File: src/rtl/poly_voice_allocator_pkg.sv
// Shared types and constants for the polyphonic voice allocator and its voice slots.
package synth_voice_pkg;

  typedef enum logic [1:0] {
    EV_OFF    = 2'd0,
    EV_ON     = 2'd1,
    EV_SUS    = 2'd2,
    EV_ALLOFF = 2'd3
  } ev_type_t;

  typedef enum logic [1:0] {
    IDLE   = 2'd0,
    SCAN   = 2'd1,
    COMMIT = 2'd2
  } alloc_state_t;

  localparam int SUSTAIN_THRESH = 64;
  localparam int AGE_W = 8;
  localparam logic [AGE_W-1:0] AGE_MAX = 8'd255;

endpackage

File: src/rtl/poly_voice_allocator_if.sv
// Decoded MIDI event handshake from the status/sequencer decode into the allocator.
interface poly_voice_allocator_if #(
  parameter int C_WIDTH = 2
);
  import synth_voice_pkg::*;

  logic               ev_valid;
  logic               ev_ready;
  ev_type_t           ev_type;
  logic [C_WIDTH-1:0] ev_ch;
  logic [6:0]         ev_key;
  logic [6:0]         ev_val;

  modport master (output ev_valid, ev_type, ev_ch, ev_key, ev_val, input ev_ready);
  modport slave  (input ev_valid, ev_type, ev_ch, ev_key, ev_val, output ev_ready);

endinterface

File: src/rtl/poly_voice_allocator_voice_slot.sv
// Per-voice storage (key, channel, held flag, age) plus the compare terms the scan uses.
module voice_slot
  import synth_voice_pkg::*;
#(
  parameter int C_WIDTH = 2
) (
  input  logic               reg_clk,
  input  logic               reset_reg_N,
  input  logic               gate,
  input  logic               free,
  input  logic [6:0]         cmp_key,
  input  logic [C_WIDTH-1:0] cmp_ch,
  input  logic               load,
  input  logic               age_inc,
  input  logic               set_held,
  input  logic               clr_held,
  output logic               match,
  output logic               ch_match,
  output logic               available,
  output logic               held,
  output logic [AGE_W-1:0]   age,
  output logic [6:0]         key
);

  logic [C_WIDTH-1:0] ch;

  always_ff @(posedge reg_clk or negedge reset_reg_N) begin
    if (!reset_reg_N) begin
      key  <= '0;
      ch   <= '0;
      held <= 1'b0;
      age  <= '0;
    end else if (load) begin
      key  <= cmp_key;
      ch   <= cmp_ch;
      held <= 1'b0;
      age  <= '0;
    end else begin
      if (age_inc && age != AGE_MAX) age <= age + 1'b1;
      if (set_held)      held <= 1'b1;
      else if (clr_held) held <= 1'b0;
    end
  end

  assign ch_match  = (ch == cmp_ch);
  assign match     = gate && ch_match && (key == cmp_key);
  assign available = !gate && !held && free;

endmodule

File: src/rtl/poly_voice_allocator.sv
// Multi-channel voice allocator: scans every voice once per event, then commits note-on choices.
//   state  | meaning
//   IDLE   | ev_ready high, waiting for an event
//   SCAN   | visit voice idx, apply releases, collect note-on candidates
//   COMMIT | apply note-on selection / drop, update sustain flags
module poly_voice_allocator
  import synth_voice_pkg::*;
#(
  parameter int VOICES   = 16,
  parameter int V_WIDTH  = 4,
  parameter int CHANNELS = 4,
  parameter int C_WIDTH  = 2
) (
  input  logic                   reg_clk,
  input  logic                   reset_reg_N,
  poly_voice_allocator_if.slave  ev,
  input  logic                   steal_en,
  input  logic [VOICES-1:0]      voice_free,
  output logic [VOICES-1:0]      keys_on,
  output logic                   note_on,
  output logic [V_WIDTH-1:0]     cur_key_adr,
  output logic [7:0]             cur_key_val,
  output logic [7:0]             cur_vel_on,
  output logic [7:0]             cur_vel_off,
  output logic [C_WIDTH-1:0]     cur_ch,
  output logic                   note_stolen,
  output logic                   dropped,
  output logic [V_WIDTH:0]       active_keys
);

  alloc_state_t state, state_nxt;
  logic [V_WIDTH-1:0] idx;
  ev_type_t           l_type;
  logic [C_WIDTH-1:0] l_ch;
  logic [6:0]         l_key, l_val;
  logic               l_ok, ch_ok;
  logic               off_done, ret_hit, av_hit;
  logic [V_WIDTH-1:0] ret_idx, av_idx, old_idx;
  logic [AGE_W-1:0]   old_age;
  logic [CHANNELS-1:0] sus;

  logic [VOICES-1:0] s_match, s_chm, s_avail, s_held;
  logic [AGE_W-1:0]  s_age [VOICES];
  logic [6:0]        s_key [VOICES];
  logic [VOICES-1:0] load_v, inc_v, set_held_v, clr_held_v;
  logic              scan_rel, scan_hold, sel_hit, sel_steal;
  logic [V_WIDTH-1:0] sel_idx;

  generate
    if (CHANNELS >= (1 << C_WIDTH)) begin : g_ch_full
      assign ch_ok = 1'b1;
    end else begin : g_ch_part
      assign ch_ok = int'(ev.ev_ch) < CHANNELS;
    end
  endgenerate

  for (genvar v = 0; v < VOICES; v++) begin : g_slot
    voice_slot #(.C_WIDTH(C_WIDTH)) u_slot (
      .reg_clk    (reg_clk),
      .reset_reg_N(reset_reg_N),
      .gate       (keys_on[v]),
      .free       (voice_free[v]),
      .cmp_key    (l_key),
      .cmp_ch     (l_ch),
      .load       (load_v[v]),
      .age_inc    (inc_v[v]),
      .set_held   (set_held_v[v]),
      .clr_held   (clr_held_v[v]),
      .match      (s_match[v]),
      .ch_match   (s_chm[v]),
      .available  (s_avail[v]),
      .held       (s_held[v]),
      .age        (s_age[v]),
      .key        (s_key[v])
    );
  end

  assign ev.ev_ready  = (state == IDLE);
  assign active_keys  = (V_WIDTH+1)'($countones(keys_on));

  always_ff @(posedge reg_clk or negedge reset_reg_N) begin
    if (!reset_reg_N) state <= IDLE;
    else              state <= state_nxt;
  end

  always_comb begin
    state_nxt  = state;
    scan_rel   = 1'b0;
    scan_hold  = 1'b0;
    sel_hit    = 1'b0;
    sel_steal  = 1'b0;
    sel_idx    = '0;
    load_v     = '0;
    inc_v      = '0;
    set_held_v = '0;
    clr_held_v = '0;
    case (state)
      IDLE: if (ev.ev_valid) state_nxt = SCAN;
      SCAN: begin
        if (l_ok) begin
          case (l_type)
            EV_OFF: if (!off_done && s_match[idx] && !s_held[idx]) begin
              if (sus[l_ch]) scan_hold = 1'b1;
              else           scan_rel  = 1'b1;
            end
            EV_SUS:    if (l_val < 7'(SUSTAIN_THRESH) && s_chm[idx] && s_held[idx]) scan_rel = 1'b1;
            EV_ALLOFF: if (s_chm[idx] && keys_on[idx]) scan_rel = 1'b1;
            default: ;
          endcase
        end
        if (idx == V_WIDTH'(VOICES-1)) state_nxt = COMMIT;
      end
      COMMIT: begin
        state_nxt = IDLE;
        if (l_ok && l_type == EV_ON) begin
          if (ret_hit) begin
            sel_hit = 1'b1;
            sel_idx = ret_idx;
          end else if (av_hit) begin
            sel_hit = 1'b1;
            sel_idx = av_idx;
          end else if (steal_en) begin
            sel_hit   = 1'b1;
            sel_steal = 1'b1;
            sel_idx   = old_idx;
          end
          if (sel_hit) begin
            load_v[sel_idx] = 1'b1;
            inc_v = keys_on & ~load_v;
          end
        end
      end
      default: state_nxt = IDLE;
    endcase
    if (scan_rel)  clr_held_v[idx] = 1'b1;
    if (scan_hold) set_held_v[idx] = 1'b1;
  end

  always_ff @(posedge reg_clk or negedge reset_reg_N) begin
    if (!reset_reg_N) begin
      idx <= '0; l_type <= EV_OFF; l_ch <= '0; l_key <= '0; l_val <= '0; l_ok <= 1'b0;
      off_done <= 1'b0; ret_hit <= 1'b0; av_hit <= 1'b0;
      ret_idx <= '0; av_idx <= '0; old_idx <= '0; old_age <= '0;
      sus <= '0; keys_on <= '0;
      note_on <= 1'b0; note_stolen <= 1'b0; dropped <= 1'b0;
      cur_key_adr <= '0; cur_key_val <= '0; cur_vel_on <= '0; cur_vel_off <= '0; cur_ch <= '0;
    end else begin
      note_on     <= 1'b0;
      note_stolen <= 1'b0;
      dropped     <= 1'b0;
      case (state)
        IDLE: if (ev.ev_valid) begin
          // A zero-velocity note-on is folded into a note-off here so the scan sees one type.
          l_type   <= (ev.ev_type == EV_ON && ev.ev_val == 7'd0) ? EV_OFF : ev.ev_type;
          l_ch     <= ev.ev_ch;
          l_key    <= ev.ev_key;
          l_val    <= ev.ev_val;
          l_ok     <= ch_ok;
          idx      <= '0;
          off_done <= 1'b0;
          ret_hit  <= 1'b0;
          av_hit   <= 1'b0;
          old_idx  <= '0;
          old_age  <= '0;
        end
        SCAN: begin
          idx <= idx + 1'b1;
          if (!ret_hit && s_match[idx]) begin
            ret_hit <= 1'b1;
            ret_idx <= idx;
          end
          if (!av_hit && s_avail[idx]) begin
            av_hit <= 1'b1;
            av_idx <= idx;
          end
          if (s_age[idx] > old_age) begin
            old_age <= s_age[idx];
            old_idx <= idx;
          end
          if (scan_rel || scan_hold) off_done <= 1'b1;
          if (scan_rel) begin
            keys_on[idx] <= 1'b0;
            note_on      <= 1'b1;
            cur_key_adr  <= idx;
            cur_key_val  <= {1'b0, s_key[idx]};
            cur_vel_on   <= '0;
            cur_vel_off  <= (l_type == EV_OFF) ? {1'b0, l_val} : 8'd0;
            cur_ch       <= l_ch;
          end
        end
        COMMIT: begin
          if (l_ok && l_type == EV_SUS)    sus[l_ch] <= (l_val >= 7'(SUSTAIN_THRESH));
          if (l_ok && l_type == EV_ALLOFF) sus[l_ch] <= 1'b0;
          if (sel_hit) begin
            keys_on[sel_idx] <= 1'b1;
            note_on          <= 1'b1;
            note_stolen      <= sel_steal;
            cur_key_adr      <= sel_idx;
            cur_key_val      <= {1'b0, l_key};
            cur_vel_on       <= {1'b0, l_val};
            cur_vel_off      <= '0;
            cur_ch           <= l_ch;
          end else if (l_ok && l_type == EV_ON) begin
            dropped <= 1'b1;
          end
        end
        default: ;
      endcase
    end
  end

endmodule

File: src/flat_wrapper.sv
// flat-port wrapper written by rule: the top's interface ports become plain ports
module poly_voice_allocator_flat import synth_voice_pkg::*;
#(
  parameter int VOICES   = 16,
  parameter int V_WIDTH  = 4,
  parameter int CHANNELS = 4,
  parameter int C_WIDTH  = 2
)
  (reg_clk, reset_reg_N, steal_en, voice_free, keys_on, note_on, cur_key_adr, cur_key_val, cur_vel_on, cur_vel_off, cur_ch, note_stolen, dropped, active_keys, ev_ev_valid, ev_ev_type, ev_ev_ch, ev_ev_key, ev_ev_val, ev_ev_ready);
  poly_voice_allocator_if #(.C_WIDTH(C_WIDTH)) ev_i ();
  input  logic reg_clk;
  input  logic reset_reg_N;
  input  logic steal_en;
  input  logic [VOICES-1:0] voice_free;
  output logic [VOICES-1:0] keys_on;
  output logic note_on;
  output logic [V_WIDTH-1:0] cur_key_adr;
  output logic [7:0] cur_key_val;
  output logic [7:0] cur_vel_on;
  output logic [7:0] cur_vel_off;
  output logic [C_WIDTH-1:0] cur_ch;
  output logic note_stolen;
  output logic dropped;
  output logic [V_WIDTH:0] active_keys;
  input wire logic [$bits(ev_i.ev_valid)-1:0] ev_ev_valid;
  input wire logic [$bits(ev_i.ev_type)-1:0] ev_ev_type;
  input wire logic [$bits(ev_i.ev_ch)-1:0] ev_ev_ch;
  input wire logic [$bits(ev_i.ev_key)-1:0] ev_ev_key;
  input wire logic [$bits(ev_i.ev_val)-1:0] ev_ev_val;
  output wire logic [$bits(ev_i.ev_ready)-1:0] ev_ev_ready;
  assign ev_i.ev_valid = ev_ev_valid;
  assign ev_i.ev_type = ev_ev_type;
  assign ev_i.ev_ch = ev_ev_ch;
  assign ev_i.ev_key = ev_ev_key;
  assign ev_i.ev_val = ev_ev_val;
  assign ev_ev_ready = ev_i.ev_ready;
  poly_voice_allocator #(.VOICES(VOICES), .V_WIDTH(V_WIDTH), .CHANNELS(CHANNELS), .C_WIDTH(C_WIDTH)) u_core (.reg_clk(reg_clk), .reset_reg_N(reset_reg_N), .ev(ev_i), .steal_en(steal_en), .voice_free(voice_free), .keys_on(keys_on), .note_on(note_on), .cur_key_adr(cur_key_adr), .cur_key_val(cur_key_val), .cur_vel_on(cur_vel_on), .cur_vel_off(cur_vel_off), .cur_ch(cur_ch), .note_stolen(note_stolen), .dropped(dropped), .active_keys(active_keys));
endmodule
File: config.mk
export PLATFORM = sky130hd
export DESIGN_NAME = poly_voice_allocator_flat
export DESIGN_NICKNAME = d
export VERILOG_FILES = /design/src/rtl/poly_voice_allocator_pkg.sv /design/src/rtl/poly_voice_allocator_if.sv /design/src/rtl/poly_voice_allocator_voice_slot.sv /design/src/rtl/poly_voice_allocator.sv /design/src/flat_wrapper.sv
export SDC_FILE = /design/constraint.sdc
export NUM_CORES = 1
export LEC_CHECK = 0
export ABC_AREA = 1
export CAP_MARGIN = 10
export CORE_UTILIZATION = 45
export CTS_CLUSTER_DIAMETER = 200
export CTS_CLUSTER_SIZE = 14
export DETAILED_ROUTE_END_ITERATION = 16
export PLACE_DENSITY = 0.7
export SYNTH_ARGS = -nofsm -noshare
export SYNTH_HDL_FRONTEND = slang
export SYNTH_SLANG_ARGS = --single-unit
export TNS_END_PERCENT = 20
File: constraint.sdc
create_clock -name reg_clk -period 5.2 [get_ports reg_clk]
set_input_delay 1.04 -clock reg_clk [delete_from_list [all_inputs] [get_ports reg_clk]]
set_output_delay 1.04 -clock reg_clk [all_outputs]
set_load 0.05 [all_outputs]
# Word level (Yosys, flattened, before mapping)

Index checks and enable logic that the tools add are counted.

Add/sub/neg operators: 32
$mul: 0
Div/mod/pow operators: 0
Order comparisons: 12
Eq/ne operators: 63
Shifts and indexed selects: 0
Mux-type cells: 192
Bitwise operators: 8
Reductions and logical operators: 179

Operators with widths:

| operator                                                      | number |
|---|---|
| 8-bit 2-to-1 mux                                              | 42 |
| 16-bit 2-to-1 mux                                             | 10 |
| 8-bit by 1-bit adder with 8-bit output, second input constant | 16 |
| 8-bit inequality test, second input constant                  | 16 |
| 7-bit == test                                                 | 16 |
| 1-bit logical AND                                             | 95 |
| 1-bit 2-to-1 mux                                              | 90 |
| 8-bit one-hot mux with 2 select lines                         | 4 |
| 4-bit 2-to-1 mux                                              | 14 |
| 3-bit nonzero test                                            | 16 |
| 1-bit logical NOT                                             | 36 |
| 2-bit nonzero test                                            | 18 |
| 5-bit adder                                                   | 7 |
| 16-bit AND                                                    | 2 |
| 8-bit binary-select mux with 4-bit select                     | 1 |
| 2-bit == test                                                 | 16 |
| 16-bit NOT                                                    | 2 |
| 16-bit one-hot mux with 2 select lines                        | 1 |
| 7-bit binary-select mux with 4-bit select                     | 1 |
| 4-bit one-hot mux with 2 select lines                         | 3 |
| 7-bit 2-to-1 mux                                              | 3 |
| 1-bit binary-select mux with 4-bit select                     | 5 |
| 1-bit by 1-bit adder with 2-bit output                        | 8 |
| 16-bit OR                                                     | 1 |
| other kinds (30)                                              | 63 |

Register bits: 389
Latch bits: 0
Bits in writable memories: 0
ROM bits: 0
Input bits: 38
Output and inout bits: 55
Logic and storage cells: 574
Memories kept: 0

# Longest topological paths before layout

Gate-level depths: netlist (run 1).

Word-level depth: 17
Gate-level depth with buffers: 22
Mapped depth without buffers: 19

# Hierarchy

A second synthesis (run 1) with hierarchy kept.

Cell total of the unflattened synthesis: 3571
Area total of the unflattened synthesis: 24817.6 sq um

Modules (own cells, without submodules):

| module               | times used | cells an instance | area an instance (sq um) | sequential area each (sq um) |
|---|---|---|---|---|
| voice_slot           | 16         | 140               | 1032.2                   | 450.4 |
| poly_voice_allocator | 1          | 1331              | 8301.7                   | 2452.4 |

# Least setup slack after synthesis (run 1)

No wires, ideal clock.

Path type: reg-to-output
Start: register u_core.keys_on[1]
End: output port active_keys[3]
Data arrival time: 4.164 ns
Path slack: -0.004 ns
Cell stages (with the launch flop): 12
Path through: dfrtp_1 > ha_1 > fa_1 > inv_1 > fa_1 > inv_1 > fa_1 > fa_1 > ha_1 > inv_1 > fa_1 > xnor2_1

Longest elaborated chain between the ends: 4

RTL lines:

| element                                                      | line                        | text |
|---|---|---|
| start, declared                                              | poly_voice_allocator.sv:19  | `output logic [VOICES-1:0] keys_on,` |
| start signal, assigned                                       | poly_voice_allocator.sv:144 | `sus <= '0; keys_on <= '0;` |
| start signal, assigned by index                              | poly_voice_allocator.sv:182 | `keys_on[idx] <= 1'b0;` |
| start signal, assigned by index                              | poly_voice_allocator.sv:195 | `keys_on[sel_idx] <= 1'b1;` |
| 1-bit by 1-bit adder with 2-bit output (implied by the code) | poly_voice_allocator.sv:79  | `assign active_keys = (V_WIDTH+1)'($countones(keys_on));` |
| 5-bit adder (implied by the code) (3 in a row)               | poly_voice_allocator.sv:79  |  |
| end, declared                                                | flat_wrapper.sv:24          | `output logic [V_WIDTH:0] active_keys;` |

No other way between the ends.

# Final worst setup path (run 1)

Start: register u_core.keys_on[7]
End: output port active_keys[2]

Same word-level chain as after synthesis.

==> results.yml, run 1 <==
logic_synthesis:
  synth_seq_area_share: 0.421
  synth_area_mm2: 0.0229
  synth_seq_cells: 386
  synthMuxAreaShare: 0.00246
  synth.distinct_cells: 62
  syn_area_per_cell_um2: 7.31
  synth_fa_ha_area_frac: 0.0336
  synth-edff-count: 0
  async_flop_share: 1.00
  synthCells: 3135
  synth_top_family_by_area: "simple AND/OR/NAND/NOR gates"
  synth_xor_area_frac: 0.0206
  synthSimpleGateAreaFrac: 0.228
  synth-compound-area-share: 0.191
  yosys_most_used_dff: "dfrtp_1"
  ys_warn_count: 0
cells_and_area:
  diodes: 0
  final_nets: 3248
  final_common_cell: "nand2_1"
  area_growth_pct: 9.99
  final_layout_size_suffix_gt1_frac: 0.0596
  final_area_mm2: 0.0252
  layout_common_cells: "nand2_1 (739), o21ai_0 (407), dfrtp_1 (382)"
sta:
  maxSlewViolCount: 0
  layout_min_cycle_time_ps: 5300
  fin_crit_sh: 1.02
  final.setup_skew_ps: 35.6
  hold_viol: 0
  setup_tns_ps: -198
  report.final.setup_viol: 2
  fmax_mhz: 189
  rsz0062_at_grt: "true"
  slew_headroom: 0.285
  fin_ws_ps: -99.6
  max_slew.worst_pin.slew_ps: 1070
drt:
  dr.pass1.iters: 6
  routed_wl_um: 73400
  drc: 0
  wl_met3_um: 6370
  avgRoutedWirePerCell_um: 19.2
  num_vias: 21390
  first_iter_violations: 2529
  routed.top_layer: "met5"
  wl_met2_um: 32100
  avgViaCountPerCell: 5.59
  wl_met1_um: 31500
  antenna_left: 0
grt:
  grt_overflow: 0
  grt.total_usage: 0.286
  grt_pass1_wl_um: 114000
  grt_pass1_vias: 19925
  grt_max_degree: 104
  antenna_found_initial: 2
clock_network:
  htreeDepth: 1
  clock_latency_ps: 620
  clk_pin_slew_ps: 80
  cts_tree: "yes"
  cts_buffer_depth: 3
  root_buffer: "clkbuf_16"
  cts_buffers: 31
  cts.sinks: 386
pwr:
  vdd_drop_max_mv: 0.283
  p_leak_nw: 11.6
  powerDensity_mw_per_mm2: 437
  p_total_w: 0.0110
place:
  pre_cts_slack_ps: 340
  place_area_mm2: 0.0243
  gp_congestion: 0.958
  portBuffers: 89
  dp_hpwl_um: 52200
floorplan:
  die_y_um: 228
  fp.dieArea_mm2: 0.0518
  rows: 82
  die_width_um: 228
  start_util: 0.457
  core_area_mm2: 0.0502
  io_pins: 93
setup_path:
  setup.worst_path.class: "reg2out"
  crit_slowest_cell: "fa_2"
  setup.worst_path.end_class: "output port"
  cp_cell_sequence: "ha_1 > fa_1 > inv_2 > fa_2 > inv_2 > fa_2 > fa_1 > ha_2 > inv_2 > fa_2 > inv_2 > buf_12"
  critPathRequiredTime_ps: 4160
  cp_common_cell: "inv_2"
  worstPathMaxFanout: 2
  arrival_ps: 4260
  crit_path_start_kind: "flop"
  max_stage_delay_ps: 560
flow_run:
  drv_cap: 0
status:
  status: "finished, violations left"
  violations: "setup timing"
hold_path:
  hp-class: "in2async"
flip-flops by register name (all words and copies together), names as in the netlist, 7 cells and up:
signal,cells
u_core.cur_vel_on,7
u_core.cur_vel_off,7
u_core.g_slot.u_slot.held,16
u_core.g_slot.u_slot.age,128
u_core.l_val,7
u_core.g_slot.u_slot.key,112
u_core.old_age,8
u_core.g_slot.u_slot.ch,32
u_core.cur_key_val,7
u_core.keys_on,16
u_core.l_key,7
Yosys cell counts (6+ instances only):
library cell,n,share of area
inv_2,17,0.0028
buf_2,49,0.011
nor4_1,11,0.0030
o211ai_1,6,0.0020
nor3_1,80,0.017
o22ai_1,6,0.0016
buf_4,33,0.011
o221ai_1,6,0.0023
nor2_1,251,0.041
dfrtp_1,386,0.42
or4_1,7,0.0023
xor2_1,20,0.0076
buf_1,9,0.0015
xnor2_1,34,0.013
o31ai_1,13,0.0043
nand3_1,107,0.023
ha_1,44,0.024
nand2_2,8,0.0022
o21ai_0,407,0.089
nand4_1,24,0.0066
fa_1,11,0.0096
o41ai_1,6,0.0023
a31oi_1,23,0.0063
nand2_1,739,0.12
a21oi_1,284,0.062
o21ai_1,33,0.0072
buf_6,8,0.0039
nor3_2,6,0.0026
inv_1,366,0.060
clkbuf_1,73,0.012
layer usage:
metal	up-vias	track usage
met4	4	0.120
met5	-	0
met3	180	0.0486
met2	947	0.442
met1	10005	0.397
li1	10254	-
path summary, 6_finish.rpt:
| check | startpoint | endpoint | slack, ps | depth (start not counted) |
|---|---|---|---|---|
| min in group reg_clk | u_core.cur_key_val[1]$_DFFE_PN0P_ | u_core.cur_key_val[1]$_DFFE_PN0P_ | 490 | 2 |
| setup / recovery | u_core.keys_on[7]$_DFFE_PN0P_ | active_keys[2] | -100 | 12 |
| setup reg to reg | u_core.idx[0]$_DFFE_PN0P_ | u_core.cur_key_val[6]$_DFFE_PN0P_ | 1100 | 21 |
| hold reg to reg | u_core.cur_key_val[1]$_DFFE_PN0P_ | u_core.cur_key_val[1]$_DFFE_PN0P_ | 490 | 2 |
| hold / removal | reset_reg_N | u_core.g_slot[7].u_slot.key[4]$_DFFE_PN0P_ | 460 | 1 |
| max in group asynchronous | reset_reg_N | u_core.g_slot[1].u_slot.age[3]$_DFFE_PN0P_ | 3620 | 2 |
power breakdown:
| group | switching [W] | total [W] | leakage (nW) | internal [W] |
|---|---|---|---|---|
| registers | 0.000266 | 0.00355 | 4.71 | 0.00328 |
| logic | 0.00380 | 0.00531 | 6.52 | 0.00151 |
| clock network | 0.00111 | 0.00217 | 0.393 | 0.00105 |
layout make-up:
| cell class | count | area [um2] |
|---|---|---|
| Clock inverter | 2 | 17.5 |
| Inverter | 388 | 1460 |
| Tap cell | 672 | 841 |
| Clock buffer | 33 | 783 |
| Timing Repair Buffer | 157 | 1460 |
| Sequential cell | 386 | 9670 |
| Fill cell | 4867 | 25000 |
| Multi-Input combinational cell | 2191 | 11000 |
cell families after synthesis:
kind of cell	after synthesis
xor gates and xnor gates	54
DFF	386
buffers and inverters	560
AOI/OAI and AO/OA	818
muxes	5
adders and majority gates	55
and+or+nand+nor	1256
other	1
through the flow:
stage / util / hold slack (ps) / cells
2_1_floorplan: - / 462 / 3137
3_3_place_gp: 0.485 / 471 / 3788
3_5_place_dp: 0.485 / 468 / 3788
4_1_cts: 0.502 / 495 / 3827
5_1_grt: 0.502 / 508 / 3829
6_report: 0.502 / 462 / 3829
worst max-delay path, delay by kind of cell (launching register included):
family / cells / cell delay [ps]
adders and majority gates: 7 / 2940
DFF: 1 / 390
buffers and inverters: 5 / 310
repair_timing:
action	in CTS	in global routing
setup endpoints to repair	2	2
hold buffers	0	0
pin swaps	14	10
resized for setup	10	5
buffers inserted	4	2
(Power assumes the default switching activity.)
==> run 2, diff against run 1 <==
Clock period 5.2 ns to 6.73 ns, I/O delays scaled along.
==> results.yml, run 2 (synthesis results as in run 1) <==
sta:
  fmax_mhz: 156
  report.final.setup_viol: 0
  final.setup_skew_ps: 15.1
  fin_crit_sh: 0.952
  max_slew.worst_pin.slew_ps: 1110
  setup_tns_ps: 0
  layout_min_cycle_time_ps: 6410
  hold_viol: 0
  rsz0062_at_grt: "false"
  slew_headroom: 0.261
  maxSlewViolCount: 0
floorplan:
  io_pins: 93
  die_width_um: 228
  fp.dieArea_mm2: 0.0518
  die_y_um: 228
  core_area_mm2: 0.0502
  start_util: 0.457
  rows: 82
clock_network:
  htreeDepth: 1
  root_buffer: "clkbuf_16"
  ctsHoldBuffers: 0
  cts_buffer_depth: 3
  clk_pin_slew_ps: 80
  cts_setup_buffers: 0
  cts_resized: 0
  clock_latency_ps: 610
  cts_tree: "yes"
  cts_buffers: 31
  cts.sinks: 386
cells_and_area:
  final_area_mm2: 0.0249
  largest_register: "u_core.g_slot.u_slot.age"
  area_growth_pct: 8.46
  final_nets: 3213
  reg_top3: "u_core.g_slot.u_slot.age x128, u_core.g_slot.u_slot.key x112, u_core.g_slot.u_slot.ch x32"
  largest_reg_flops: 128
  diodes: 0
  layout_common_cells: "nand2_1 (739), o21ai_0 (407), dfrtp_1 (384)"
  layout.cells.non_filler: 3793
  final_layout_size_suffix_gt1_frac: 0.0426
  final_common_cell: "nand2_1"
drt:
  antenna_left: 0
  avgRoutedWirePerCell_um: 19.0
  num_vias: 21166
  avgViaCountPerCell: 5.58
  dr.pass1.iters: 6
  routed_wl_um: 72100
  drc: 0
  first_iter_violations: 2398
setup_path:
  setup.worst_path.end_class: "output port"
  worstPathMaxFanout: 4
  setup.worst_path.class: "reg2out"
  crit_path_start_kind: "flop"
  worstRegToRegCells: 15
  arrival_ps: 5060
  critPathRequiredTime_ps: 5380
pwr:
  power.switching_w: 0.00398
  seqPwrFrac: 0.324
  vdd_drop_max_mv: 0.322
  pwr-share-comb: 0.476
  powerDensity_mw_per_mm2: 338
  p_leak_nw: 11.4
  clockPowerShare: 0.200
  p_int_w: 0.00443
  p_sw_frac: 0.474
status:
  status: "finished clean"
place:
  dp_hpwl_um: 50800
  place_area_mm2: 0.0241
  gp_congestion: 0.991
  portBuffers: 89
  placed_cells_incl_taps: 3759
grt:
  grt_pass1_wl_um: 113000
  grt_overflow: 0
  antenna_found_initial: 0
  grt.total_usage: 0.283
  grt_pass1_vias: 19642
  grt_max_degree: 130
hold_path:
  hp-class: "reg2reg"
  min_path_cells: 2
flow_run:
  drv_cap: 0
[run 2: worst paths after layout]
check	slack, ps	endpoint	from
min in group asynchronous	760	u_core.g_slot[6].u_slot.key[2]$_DFFE_PN0P_	reset_reg_N
max reg2reg	2200	u_core.old_age[0]$_DFFE_PN0P_	u_core.idx[1]$_DFFE_PN0P_
min	490	u_core.cur_key_val[6]$_DFFE_PN0P_	u_core.cur_key_val[6]$_DFFE_PN0P_
min reg2reg	490	u_core.cur_key_val[6]$_DFFE_PN0P_	u_core.cur_key_val[6]$_DFFE_PN0P_
max in group asynchronous	4610	u_core.old_idx[3]$_DFFE_PN0P_	reset_reg_N
max	320	active_keys[3]	u_core.keys_on[1]$_DFFE_PN0P_
[run 2: metal layers]
metal | GRT usage | routed length [um]
met5 | 0 | 0
met3 | 0.0582 | 6670
met2 | 0.431 | 31800
met1 | 0.391 | 30500
met4 | 0.120 | 3170
[run 2: cell type report]
type,instances,area [um2]
Multi-Input combinational cell,2191,10900
Sequential cell,386,9660
Tap cell,672,841
Inverter,388,1460
Timing Repair Buffer,122,1170
Clock buffer,32,779
Fill cell,4950,25300
Clock inverter,2,17.5
[run 2: worst max-delay path: stages, from the launching register on]
cell             delay [ps]
dfrtp_1                 430
ha_1                    330
fa_1                    550
inv_1                    60
fa_1                    520
inv_1                    60
fa_1                    420
fa_1                    520
ha_1                    170
inv_1                    60
fa_1                    370
xnor2_1                 140
clkdlybuf4s50_1         820
[run 2: through the flow]
| stage | hold slack (ps) | setup slack (ps) | utilization | total power [W] |
|---|---|---|---|---|
| 6_report | 486 | 324 | 0.495 | 0.00841 |
| 5_1_grt | 502 | 127 | 0.495 | 0.00886 |
| 4_1_cts | 492 | 282 | 0.495 | 0.00835 |
| 3_5_place_dp | 466 | 964 | 0.480 | 0.00667 |
| 3_3_place_gp | 469 | 949 | 0.480 | 0.00667 |
| 2_1_floorplan | 462 | 1220 | - | 0.00541 |
[run 2: power by group through the flow]
stage	registers, W	clock network (W)	logic (W)
6_report	0.00273	0.00168	0.00400
5_1_grt	0.00275	0.00178	0.00434
4_1_cts	0.00272	0.00170	0.00392
3_5_place_dp	0.00277	0	0.00391
3_3_place_gp	0.00276	0	0.00391
2_1_floorplan	0.00281	0	0.00260
